### src/rtl/led_pkg.sv
// Shared types and constants for the LED blink-path sequencer.
package led_pkg;

  // Sequencer states. The encoding is kept small and stable so that a checker
  // bound to the state register can compare against these names.
  typedef enum logic [1:0] {
    IDLE  = 2'd0,
    SHIFT = 2'd1,
    FLASH = 2'd2
  } state_t;

  // Bit positions inside the synchronised switch word.
  localparam int SW_RUN  = 0;
  localparam int SW_MODE = 1;
  localparam int SW_DIR  = 2;
  localparam int SW_RAMP = 3;

  // Meaning of the mode switch.
  localparam logic MODE_SHIFT = 1'b0;
  localparam logic MODE_FLASH = 1'b1;

  // Meaning of the direction switch.
  localparam logic DIR_TO_MSB = 1'b0;
  localparam logic DIR_TO_LSB = 1'b1;

  // Width of the blink-rate counter period select.
  localparam int PSEL_W = 2;

  // Running state selected by the mode switch.
  function automatic state_t mode_state(input logic mode);
    return (mode == MODE_FLASH) ? FLASH : SHIFT;
  endfunction

endpackage

### src/rtl/sw_sync.sv
// Two-flop synchroniser for a bus of slow, independent switch inputs.
// Each bit is synchronised on its own; no coherency between bits is implied.
module sw_sync #(
  parameter int W = 4
) (
  input  logic         clock,
  input  logic         reset_n,
  input  logic [W-1:0] d,
  output logic [W-1:0] q
);

  logic [W-1:0] meta;

  // First stage may go metastable; second stage gives the settled value.
  always_ff @(posedge clock or negedge reset_n) begin
    if (!reset_n) begin
      meta <= '0;
      q    <= '0;
    end else begin
      meta <= d;
      q    <= meta;
    end
  end

endmodule

### src/rtl/led_sequencer.sv
// LED blink-path sequencer: synchronises the user switches, drives the
// blink-rate counter enable/period select, and steps a shift-chase or flash
// pattern once per counter tick. Each completed sweep can ramp the counter
// to the next faster period.
//
// Handshake: i_tick is a single-cycle strobe with no back-pressure; every
// cycle it is high while running (and not pre-empted by a run drop or a
// mode change) produces exactly one pattern update on that clock edge.
//
// NB_LEDS must be at least 2; NB_SW is fixed at 4 by the switch bit map.
module led_sequencer
  import led_pkg::*;
#(
  parameter int NB_LEDS = 4,
  parameter int NB_SW   = 4
) (
  input  logic               clock,
  input  logic               i_reset,
  input  logic [NB_SW-1:0]   i_sw,
  input  logic               i_tick,
  output logic [NB_LEDS-1:0] o_led,
  output logic               o_count_en,
  output logic [PSEL_W-1:0]  o_period_sel
);

  localparam int STEP_W = (NB_LEDS > 1) ? $clog2(NB_LEDS) : 1;
  localparam logic [STEP_W-1:0] STEP_LAST = STEP_W'(NB_LEDS - 1);

  logic [NB_SW-1:0]  sw_s;
  state_t            state;
  logic [STEP_W-1:0] step;

  // First pattern shown when a running state is entered.
  function automatic logic [NB_LEDS-1:0] start_pattern(input logic mode,
                                                       input logic dir);
    logic [NB_LEDS-1:0] p;
    if (mode == MODE_FLASH) begin
      p = '1;
    end else if (dir == DIR_TO_LSB) begin
      p = {1'b1, {(NB_LEDS-1){1'b0}}};
    end else begin
      p = {{(NB_LEDS-1){1'b0}}, 1'b1};
    end
    return p;
  endfunction

  // One-position rotation with wrap-around at both ends.
  function automatic logic [NB_LEDS-1:0] rotate(input logic [NB_LEDS-1:0] v,
                                                input logic dir);
    logic [NB_LEDS-1:0] r;
    if (dir == DIR_TO_LSB) begin
      r = {v[0], v[NB_LEDS-1:1]};
    end else begin
      r = {v[NB_LEDS-2:0], v[NB_LEDS-1]};
    end
    return r;
  endfunction

  sw_sync #(
    .W (NB_SW)
  ) u_sw_sync (
    .clock   (clock),
    .reset_n (i_reset),
    .d       (i_sw),
    .q       (sw_s)
  );

  // Sequencer FSM with registered LED, counter-enable and period outputs.
  always_ff @(posedge clock or negedge i_reset) begin
    if (!i_reset) begin
      state        <= IDLE;
      o_led        <= '0;
      o_count_en   <= 1'b0;
      o_period_sel <= '0;
      step         <= '0;
    end else begin
      case (state)
        IDLE: begin
          o_led        <= '0;
          o_count_en   <= 1'b0;
          o_period_sel <= '0;
          step         <= '0;
          if (sw_s[SW_RUN]) begin
            state      <= mode_state(sw_s[SW_MODE]);
            o_led      <= start_pattern(sw_s[SW_MODE], sw_s[SW_DIR]);
            o_count_en <= 1'b1;
          end
        end

        SHIFT, FLASH: begin
          if (!sw_s[SW_RUN]) begin
            // Run drop wins over any tick on the same edge.
            state        <= IDLE;
            o_led        <= '0;
            o_count_en   <= 1'b0;
            o_period_sel <= '0;
            step         <= '0;
          end else if (i_tick) begin
            if (mode_state(sw_s[SW_MODE]) != state) begin
              // Mode change replaces the advance; the period is kept.
              state <= mode_state(sw_s[SW_MODE]);
              o_led <= start_pattern(sw_s[SW_MODE], sw_s[SW_DIR]);
              step  <= '0;
            end else begin
              o_led <= (state == FLASH) ? ~o_led : rotate(o_led, sw_s[SW_DIR]);
              if (step == STEP_LAST) begin
                // Sweep complete: the counter has just self-cleared, so the
                // period can move without overshooting the new threshold.
                step <= '0;
                if (sw_s[SW_RAMP]) begin
                  o_period_sel <= o_period_sel + PSEL_W'(1);
                end
              end else begin
                step <= step + STEP_W'(1);
              end
            end
          end
        end

        default: begin
          state        <= IDLE;
          o_led        <= '0;
          o_count_en   <= 1'b0;
          o_period_sel <= '0;
          step         <= '0;
        end
      endcase
    end
  end

endmodule

### config.mk
export PLATFORM = sky130hd
export DESIGN_NAME = led_sequencer
export DESIGN_NICKNAME = d
export VERILOG_FILES = /design/src/rtl/led_pkg.sv /design/src/rtl/sw_sync.sv /design/src/rtl/led_sequencer.sv
export SDC_FILE = /design/constraint.sdc
export NUM_CORES = 1
export LEC_CHECK = 0
export ABC_AREA = 0
export BUFFER_PORTS_ARGS = -buffer_cell sky130_fd_sc_hd__buf_4
export CAP_MARGIN = 20
export CORE_MARGIN = 2
export CORE_UTILIZATION = 40
export DETAILED_ROUTE_END_ITERATION = 10
export PLACE_DENSITY = 0.56
export SYNTH_ARGS = -nofsm -noshare
export SYNTH_HDL_FRONTEND = slang
export SYNTH_SLANG_ARGS = --single-unit
### constraint.sdc
create_clock -name clock -period 4.1 [get_ports clock]
set_clock_uncertainty 0.15 [all_clocks]
set_input_delay 0.205 -clock clock [delete_from_list [all_inputs] [get_ports clock]]
set_output_delay 0.205 -clock clock [all_outputs]
set_load 0.02 [all_outputs]
==> flow_summary_export.csv, run 1 <==
group,metric,value,unit
final_layout,nets,137,
setup_path,crit_type,"register to register",
sta,tns,0,ns
drt,vias,815,
logic_synthesis,synth_top_area_cell,"dfrtp_1",
setup_path,crit_family,"compound AO/OA/AOI/OAI gates",
run,maxCapViolCount,0,
sta,fmax,474,MHz
sta,worstMarginPinSlew,0.374,ns
setup_path,slowest_delay,0.48,ns
floorplanning,dieHeight,54.6,um
hold_path,hold_class,"input pin to register",
sta,setup_violations,0,
cts,clk_latency,0.29,ns
cts,cts_num_sinks,19,
sta,hold_violations,0,
logic_synthesis,yosysMostFrequentCell,"dfrtp_1",
setup_path,start_kind,"register",
global_routing,grt.total_usage,15.2,%
cts,cts_tree,"yes",
floorplanning,core_area,2450,um^2
sta,rsz0062_at_grt,"false",
final_layout,antenna_cells,0,
setup_path,crit_buf_inv,1,
drt,drtPass1Iterations,4,
sta,hold_ws,0.113,ns
cts,path_clk_slew,0.11,ns
final_layout,fillers,220,
logic_synthesis,ys_warn_count,0,
pwr,peakVddDrop,0.279,mV
drt,drt-vias-per-instance,5.26,
logic_synthesis,postSynthCellCount,107,
logic_synthesis,syn_nets,118,
setup_path,rrSetupSlack,1.99,ns
cts,cts_htree_levels,1,
final_layout,syn_to_final_growth,19.0,%
drt,drt_iter0_drc,8,
place,gp_congestion,0.857,
sta,period_share,51.5,%
sta,relSlewSlack,75.0,%
global_routing,first_global_vias,767,
cts,cts_setup_buffers,0,
setup_path,crit_required,4.17,ns
floorplanning,rows,18,
setup_path,cp.arrival,2.18,ns
status,status,"finished clean",
logic_synthesis,yosysUniqueCellTypes,33,
pwr,p_leak,0.000540,uW
global_routing,grt_overflow,0,
logic_synthesis,netlist.area_leader.share,46.5,%
sta,fin_crit,2.11,ns
global_routing,antenna_found_initial,0,
floorplanning,dieWidth,54.6,um
logic_synthesis,yosys-top-cells-count,"dfrtp_1 (19), nor2_1 (15), a21oi_1 (10)",
logic_synthesis,synth.area.top_cells,"dfrtp_1 (47%), nor2_1 (5.5%), a21oi_1 (4.9%), ha_1 (4.9%), nor2b_1 (4.3%)",
cts,root_buffer,"clkbuf_4",
global_routing,grt_max_degree,20,
place,detailedPlace.worstSlack,2.00,ns
drt,drc,0,
global_routing,grt_pass1_wl,3240,um
cts,cts_buffers,3,
final_layout,drive_gt1_share,15.2,%
logic_synthesis,ys_async_sr_fraction,100,%
place,port_buffers,13,
logic_synthesis,ys_seq_area_share,46.5,%
floorplanning,design.die.area,2980,um^2
pwr,p_per_area,586,nW/um^2
logic_synthesis,synth_edf_count,0,
final_layout,register_area,475,um^2
setup_path,crit_chain,"inv_1, ha_1, nand2_1, o21bai_1, a211o_1, a21oi_1",
setup_path,critPathCaptureType,"register",
sta,worst_slack,1.99,ns
setup_path,slowest_stage,"dfrtp_1",
drt,wl_per_cell,12.6,um
logic_synthesis,syn_area,1020,um^2
place,dp_hpwl,1380,um
sta,drv_slew,0,
logic_synthesis,ys.flop_type,"dfrtp_1",
floorplanning,initial_core_util,41.6,%
logic_synthesis,syn_avg_cell_area,9.55,um^2
drt,drtAntennaViolNets,0,
drt,wl,1960,um
logic_synthesis,ys_seq_elements,19,
final_layout,multi_input_area,513,um^2
cts,cts_buffer_depth,2,
floorplanning,pin_count,14,
setup_path,crit_fanout,9,
[state kept, by name (all words and copies together) (netlist names)]
register / cells
o_led: 4
u_sw_sync.meta: 4
u_sw_sync.q: 4
o_period_sel: 2
state: 2
step: 2
o_count_en: 1
[worst reg2reg max path, cell delays in order, from the launching register on]
cell and delay (ns):
dfrtp_1 0.48, inv_1 0.11, ha_1 0.39, nand2_1 0.23, o21bai_1 0.25, a211o_1 0.29
a21oi_1 0.15
[power by group]
part | switching (uW) | total [uW] | leakage (uW) | internal, uW
combinational | 191 | 348 | 0.000283 | 157
sequential | 48.2 | 272 | 0.000240 | 224
clock | 56.5 | 92.8 | 0.0000177 | 36.3
total | 295 | 712 | 0.000540 | 417
[layout by cell type, fill, tap and decap left out, types with 2 or more instances in the layout]
master / synthesis / final
dfrtp_1: 19 / 19
dlygate4sd3_1: 0 / 5
nand2b_1: 2 / 2
a221oi_1: 2 / 2
nand2_1: 5 / 5
nor2b_1: 7 / 7
o21ai_0: 8 / 8
clkbuf_4: 0 / 3
nor2_1: 15 / 15
a211o_1: 3 / 3
xor2_1: 2 / 2
inv_1: 4 / 4
buf_4: 0 / 13
o21ai_1: 2 / 2
ha_1: 4 / 4
a21oi_1: 10 / 10
a211oi_1: 3 / 3
[routing by layer]
layer  track usage (%)  routed length (um)
met4              6.25                  14
met3              1.64                  35
met1              19.5                 947
met2              26.1                 959
met5                 0                   0
[repair_timing]
action / in CTS / in global routing
gates resized for setup: 0 / 0
hold endpoints to repair: 23 / 0
hold buffers: 5 / 0
[logic make-up (layout without fill, tap and decap cells)]
| kind of cell | after synthesis | count (layout) | share of synthesized area (%) |
|---|---|---|---|
| xor+xnor | 2 | 2 | 1.71 |
| mux | 3 | 3 | 3.18 |
| buf+inv | 8 | 26 | 3.30 |
| fa+ha+maj | 4 | 4 | 4.90 |
| simple gates | 37 | 37 | 19.1 |
| flops | 19 | 19 | 46.5 |
| compound gates | 34 | 34 | 21.3 |
[through the flow]
step | util [%] | total power [uW] | area [um^2] | cells
after floorplan | - | 527 | 1020 | 107
after global placement | 46.4 | 622 | 1140 | 146
after detailed placement | 46.4 | 620 | 1140 | 146
after CTS | 49.5 | 721 | 1220 | 155
after global routing | 49.5 | 780 | 1220 | 155
final | 49.5 | 712 | 1220 | 155
[worst paths after layout]
path	endpoint	from	cells after the start
worst max-delay path	o_led[1]	state[1]	6
worst min-delay path	step[1]	i_tick	4
worst max register to register	o_led[1]	state[1]	6
worst min register to register	u_sw_sync.q[0]	u_sw_sync.meta[0]	0
max in group asynchronous	o_period_sel[0]	i_reset	2
min in group asynchronous	step[1]	i_reset	2
[cell type report]
cell class / count / area share (%)
sequential: 19 / 39.1
inverter: 4 / 1.23
clock inverter: 1 / 0.412
timing repair buffer: 18 / 12.1
clock buffer: 3 / 1.85
tap: 30 / 3.09
multi-input combinational: 80 / 42.2
No activity file was read; power rests on OpenSTA's default activity.
==> run 2: changes to the inputs <==
Settings changed: PLACE_DENSITY 0.56 to 0.58.
Clock period 4.1 ns to 1.9 ns, I/O delays scaled along.
==> flow_summary_export.csv, run 2 (synthesis gave the netlist of run 1 again) <==
group,metric,value,unit
floorplanning,rows,18,
cts,cts_buffer_depth,2,
setup_path,start_kind,"register",
sta,drv_slew,0,
cts,cts_setup_buffers,0,
drt,vias,892,
status,status,"finished clean",
final_layout,final_cell_mix,"buf_4 (22), dfrtp_1 (19), nor2_1 (15)",
setup_path,cp.arrival,1.88,ns
sta,rsz0062_at_grt,"true",
cts,cts_num_sinks,19,
cts,cts_buffers,3,
pwr,p_leak,0.000591,uW
setup_path,crit_fanout,5,
sta,hold_violations,0,
pwr,switching_power,718,uW
global_routing,grt.total_usage,17.4,%
place,port_buffers,13,
global_routing,antenna_found_initial,0,
final_layout,largestRegisters,"o_led (4), u_sw_sync.meta (4), u_sw_sync.q (4)",
setup_path,critPathCaptureType,"register",
drt,drtPass1Iterations,4,
final_layout,drive_gt1_share,23.7,%
floorplanning,pin_count,14,
global_routing,grt_overflow,0,
final_layout,final_core_util,53.8,%
pwr,p_clk_share,11.4,%
floorplanning,core_area,2450,um^2
cts,root_buffer,"clkbuf_4",
final_layout,antenna_cells,0,
sta,hold_ws,0.0396,ns
final_layout,syn_to_final_growth,29.3,%
cts,clk_latency,0.30,ns
run,maxCapViolCount,0,
sta,fmax,546,MHz
pwr,p_sw_share,40.9,%
sta,period_share,96.4,%
cts,path_clk_slew,0.11,ns
final_layout,stdcell_area,1320,um^2
place,dpl-instance-area,1210,um^2
drt,drt_iter0_drc,11,
floorplanning,design.die.area,2980,um^2
final_layout,mostFrequentLayoutCell,"buf_4",
place,dp_hpwl,1690,um
pwr,intPower,1040,uW
drt,drtAntennaViolNets,0,
hold_path,hold_class,"input pin to async pin",
place,gp_congestion,0.820,
pwr,combPwrFrac,56.8,%
sta,relSlewSlack,77.5,%
sta,fin_crit,1.83,ns
pwr,p_seq_share,31.8,%
pwr,peakVddDrop,0.721,mV
sta,worstMarginPinSlew,0.336,ns
global_routing,grt_pass1_wl,3690,um
cts,cts_htree_levels,1,
floorplanning,initial_core_util,41.6,%
drt,wl,2300,um
sta,setup_violations,0,
setup_path,crit_required,1.95,ns
drt,drt-vias-per-instance,5.41,
final_layout,fillers,239,
cts,cts_tree,"yes",
drt,wl_per_cell,13.9,um
global_routing,grt_max_degree,20,
drt,drc,0,
floorplanning,dieWidth,54.6,um
setup_path,crit_type,"register to register",
floorplanning,dieHeight,54.6,um
pwr,p_per_area,1330,nW/um^2
final_layout,nets,147,
global_routing,first_global_vias,838,
==> run 2: metal layers <==
| layer | GRT usage (%) | share of wire [%] |
|---|---|---|
| met1 | 19.3 | 43 |
| met2 | 33.7 | 54 |
| met3 | 1.64 | 1.4 |
| met4 | 6.25 | 1.5 |
| met5 | 0 | 0 |
==> run 2: final cells by class <==
| type | instances | area, um^2 | share of cell area (%) |
|---|---|---|---|
| Tap cell | 30 | 37.5 | 2.84 |
| Clock buffer | 3 | 22.5 | 1.70 |
| Multi-Input combinational cell | 80 | 541 | 40.9 |
| Clock inverter | 1 | 5.00 | 0.379 |
| Timing Repair Buffer | 28 | 225 | 17.0 |
| Sequential cell | 19 | 475 | 36.0 |
| Inverter | 4 | 15.0 | 1.14 |
==> run 2: worst paths after layout <==
kind	startpoint	to	slack, ns	cells past startpoint
max	state[1]	o_led[0]	0.07	7
min	i_reset	step[1]	0.04	2
max reg2reg	state[1]	o_led[0]	0.07	7
min reg2reg	u_sw_sync.meta[1]	u_sw_sync.q[1]	0.20	0
max in group asynchronous	i_reset	o_led[3]	1.35	2
min in group clock	u_sw_sync.meta[1]	u_sw_sync.q[1]	0.20	0
==> run 2: stage by stage <==
step           setup WS, ns  power (uW)  cells  setup TNS, ns
6_report             0.0688        1760    165              0
3_3_place_gp          0.111        1450    155              0
5_1_grt             -0.0294        1900    165        -0.0352
2_1_floorplan        0.0576        1140    107              0
3_5_place_dp         0.0880        1480    155              0
4_1_cts              0.0555        1700    165              0
==> run 2: worst max-delay path: stages (launching register included) <==
cell     delay (ns)
dfrtp_1        0.44
inv_1          0.15
ha_4           0.23
nor2b_2        0.16
and2_1         0.20
nand2_1        0.07
o21ai_0        0.07
a211o_1        0.26
==> run 2: repair_timing <==
| item | in CTS | in global routing |
|---|---|---|
| endpoints found under the setup margin | 0 | 2 |
| gates resized for setup | 0 | 5 |
| endpoints found under the hold margin | 24 | 0 |
| hold buffers | 6 | 0 |
==> run 2: power groups by stage <==
stage	Sequential, uW	Clock (uW)	Combinational, uW
finish	558	201	997
global route	570	224	1100
CTS	553	213	929
detailed placement	563	0	917
global placement	556	0	897
floorplan	624	0	512
==> run 3: changes to the inputs <==
Settings changed: RECOVER_POWER set to 50.
==> flow_summary_export.csv, run 3 (synthesis gave the netlist of run 1 again) <==
group,metric,value,unit
sta,tns,0,ns
setup_path,crit_family,"flip-flops",
floorplanning,pin_count,14,
cts,cts_tree,"yes",
final_layout,mostFrequentLayoutCell,"buf_4",
global_routing,first_global_vias,838,
global_routing,grt_overflow,0,
run,maxCapViolCount,0,
place,gp_congestion,0.820,
hold_path,hold_class,"register to register",
setup_path,rrSetupSlack,0.07,ns
cts,cts_num_sinks,19,
cts,cts_buffer_depth,2,
floorplanning,initial_core_util,41.6,%
pwr,p_leak,0.000587,uW
status,status,"finished clean",
final_layout,largestRegisters,"o_led (4), u_sw_sync.meta (4), u_sw_sync.q (4)",
drt,drc,0,
drt,drt_iter0_drc,11,
final_layout,antenna_cells,0,
cts,clk_latency,0.30,ns
final_layout,nets,147,
sta,drv_slew,0,
global_routing,grt_max_degree,20,
drt,drtAntennaViolNets,0,
sta,fin_crit,1.83,ns
sta,setup_violations,0,
cts,root_buffer,"clkbuf_4",
final_layout,final_core_util,53.7,%
drt,drtPass1Iterations,4,
sta,worstMarginPinSlew,0.984,ns
drt,wl,2290,um
drt,vias,891,
final_layout,syn_to_final_growth,28.9,%
sta,hold_violations,0,
final_layout,final_cell_mix,"buf_4 (21), dfrtp_1 (19), nor2_1 (15)",
final_layout,fillers,241,
cts,path_clk_slew,0.11,ns
sta,fmax,546,MHz
cts,cts_setup_buffers,0,
setup_path,cp.arrival,1.88,ns
global_routing,grt_pass1_wl,3690,um
cts,cts_buffers,3,
floorplanning,rows,18,
final_layout,multi_input_area,541,um^2
floorplanning,dieWidth,54.6,um
cts,cts_htree_levels,1,
place,port_buffers,13,
setup_path,start_kind,"register",
sta,period_share,96.3,%
global_routing,grt.total_usage,17.4,%
final_layout,register_area,475,um^2
place,dp_hpwl,1690,um
drt,wl_per_cell,13.9,um
global_routing,grt_use_met2,33.7,%
setup_path,critPathCaptureType,"register",
setup_path,slowest_stage,"dfrtp_1",
sta,rsz0062_at_grt,"true",
drt,drt-vias-per-instance,5.40,
final_layout,drive_gt1_share,23.0,%
setup_path,crit_buf_inv,1,
setup_path,crit_required,1.95,ns
setup_path,crit_chain,"inv_1, ha_4, nor2b_2, and2_1, nand2_1, o21ai_0, a211o_1",
global_routing,grt.busiest_layer,"met2",
pwr,p_per_area,1330,nW/um^2
sta,relSlewSlack,34.4,%
setup_path,slowest_delay,0.44,ns
floorplanning,core_area,2450,um^2
floorplanning,dieHeight,54.6,um
pwr,peakVddDrop,0.721,mV
global_routing,antenna_found_initial,0,
setup_path,crit_type,"register to register",
global_routing,grt_use_met1,19.3,%
global_routing,use_met3,1.64,%
setup_path,crit_fanout,5,
floorplanning,design.die.area,2980,um^2
-- run 3: where the power goes --
part	switching, uW	total, uW	internal, uW
clock	123	201	78.3
combinational	520	996	476
sequential	74.6	557	483
-- run 3: cell type report --
type | count | area share (%)
multi-input combinational | 80 | 41.0
sequential | 19 | 36.1
timing repair buffer | 28 | 16.8
tap | 30 | 2.85
clock buffer | 3 | 1.71
inverter | 4 | 1.14
clock inverter | 1 | 0.380
-- run 3: worst paths after layout --
check	from	endpoint	cells past startpoint
worst min register to register	u_sw_sync.meta[1]	u_sw_sync.q[1]	0
worst max-delay path	state[1]	o_led[0]	7
max in group asynchronous	i_reset	o_led[3]	2
min in group asynchronous	i_reset	step[1]	2
worst max register to register	state[1]	o_led[0]	7
worst min-delay path	u_sw_sync.meta[1]	u_sw_sync.q[1]	0
-- run 3: metal layers --
layer	vias to the layer above	routed length [um]
met4	0	34
met1	434	978
met5	-	0
met2	12	1240
li1	441	-
met3	4	38
-- run 3: stage by stage --
stage          instances  power [uW]  hold slack (ns)  setup WS (ns)  instance area, um^2
2_1_floorplan        107        1140           -0.351         0.0576                 1020
3_3_place_gp         155        1450           -0.171          0.111                 1210
3_5_place_dp         155        1480           -0.169         0.0880                 1210
4_1_cts              165        1700           0.0331         0.0555                 1290
5_1_grt              165        1900            0.205        -0.0294                 1320
6_report             165        1750            0.199         0.0701                 1320
-- run 3: repair_timing --
action                     4_1_cts  5_1_grt
hold endpoints to repair        24        0
hold buffers                     6        0
resized for setup                0        5
setup endpoints to repair        0        2
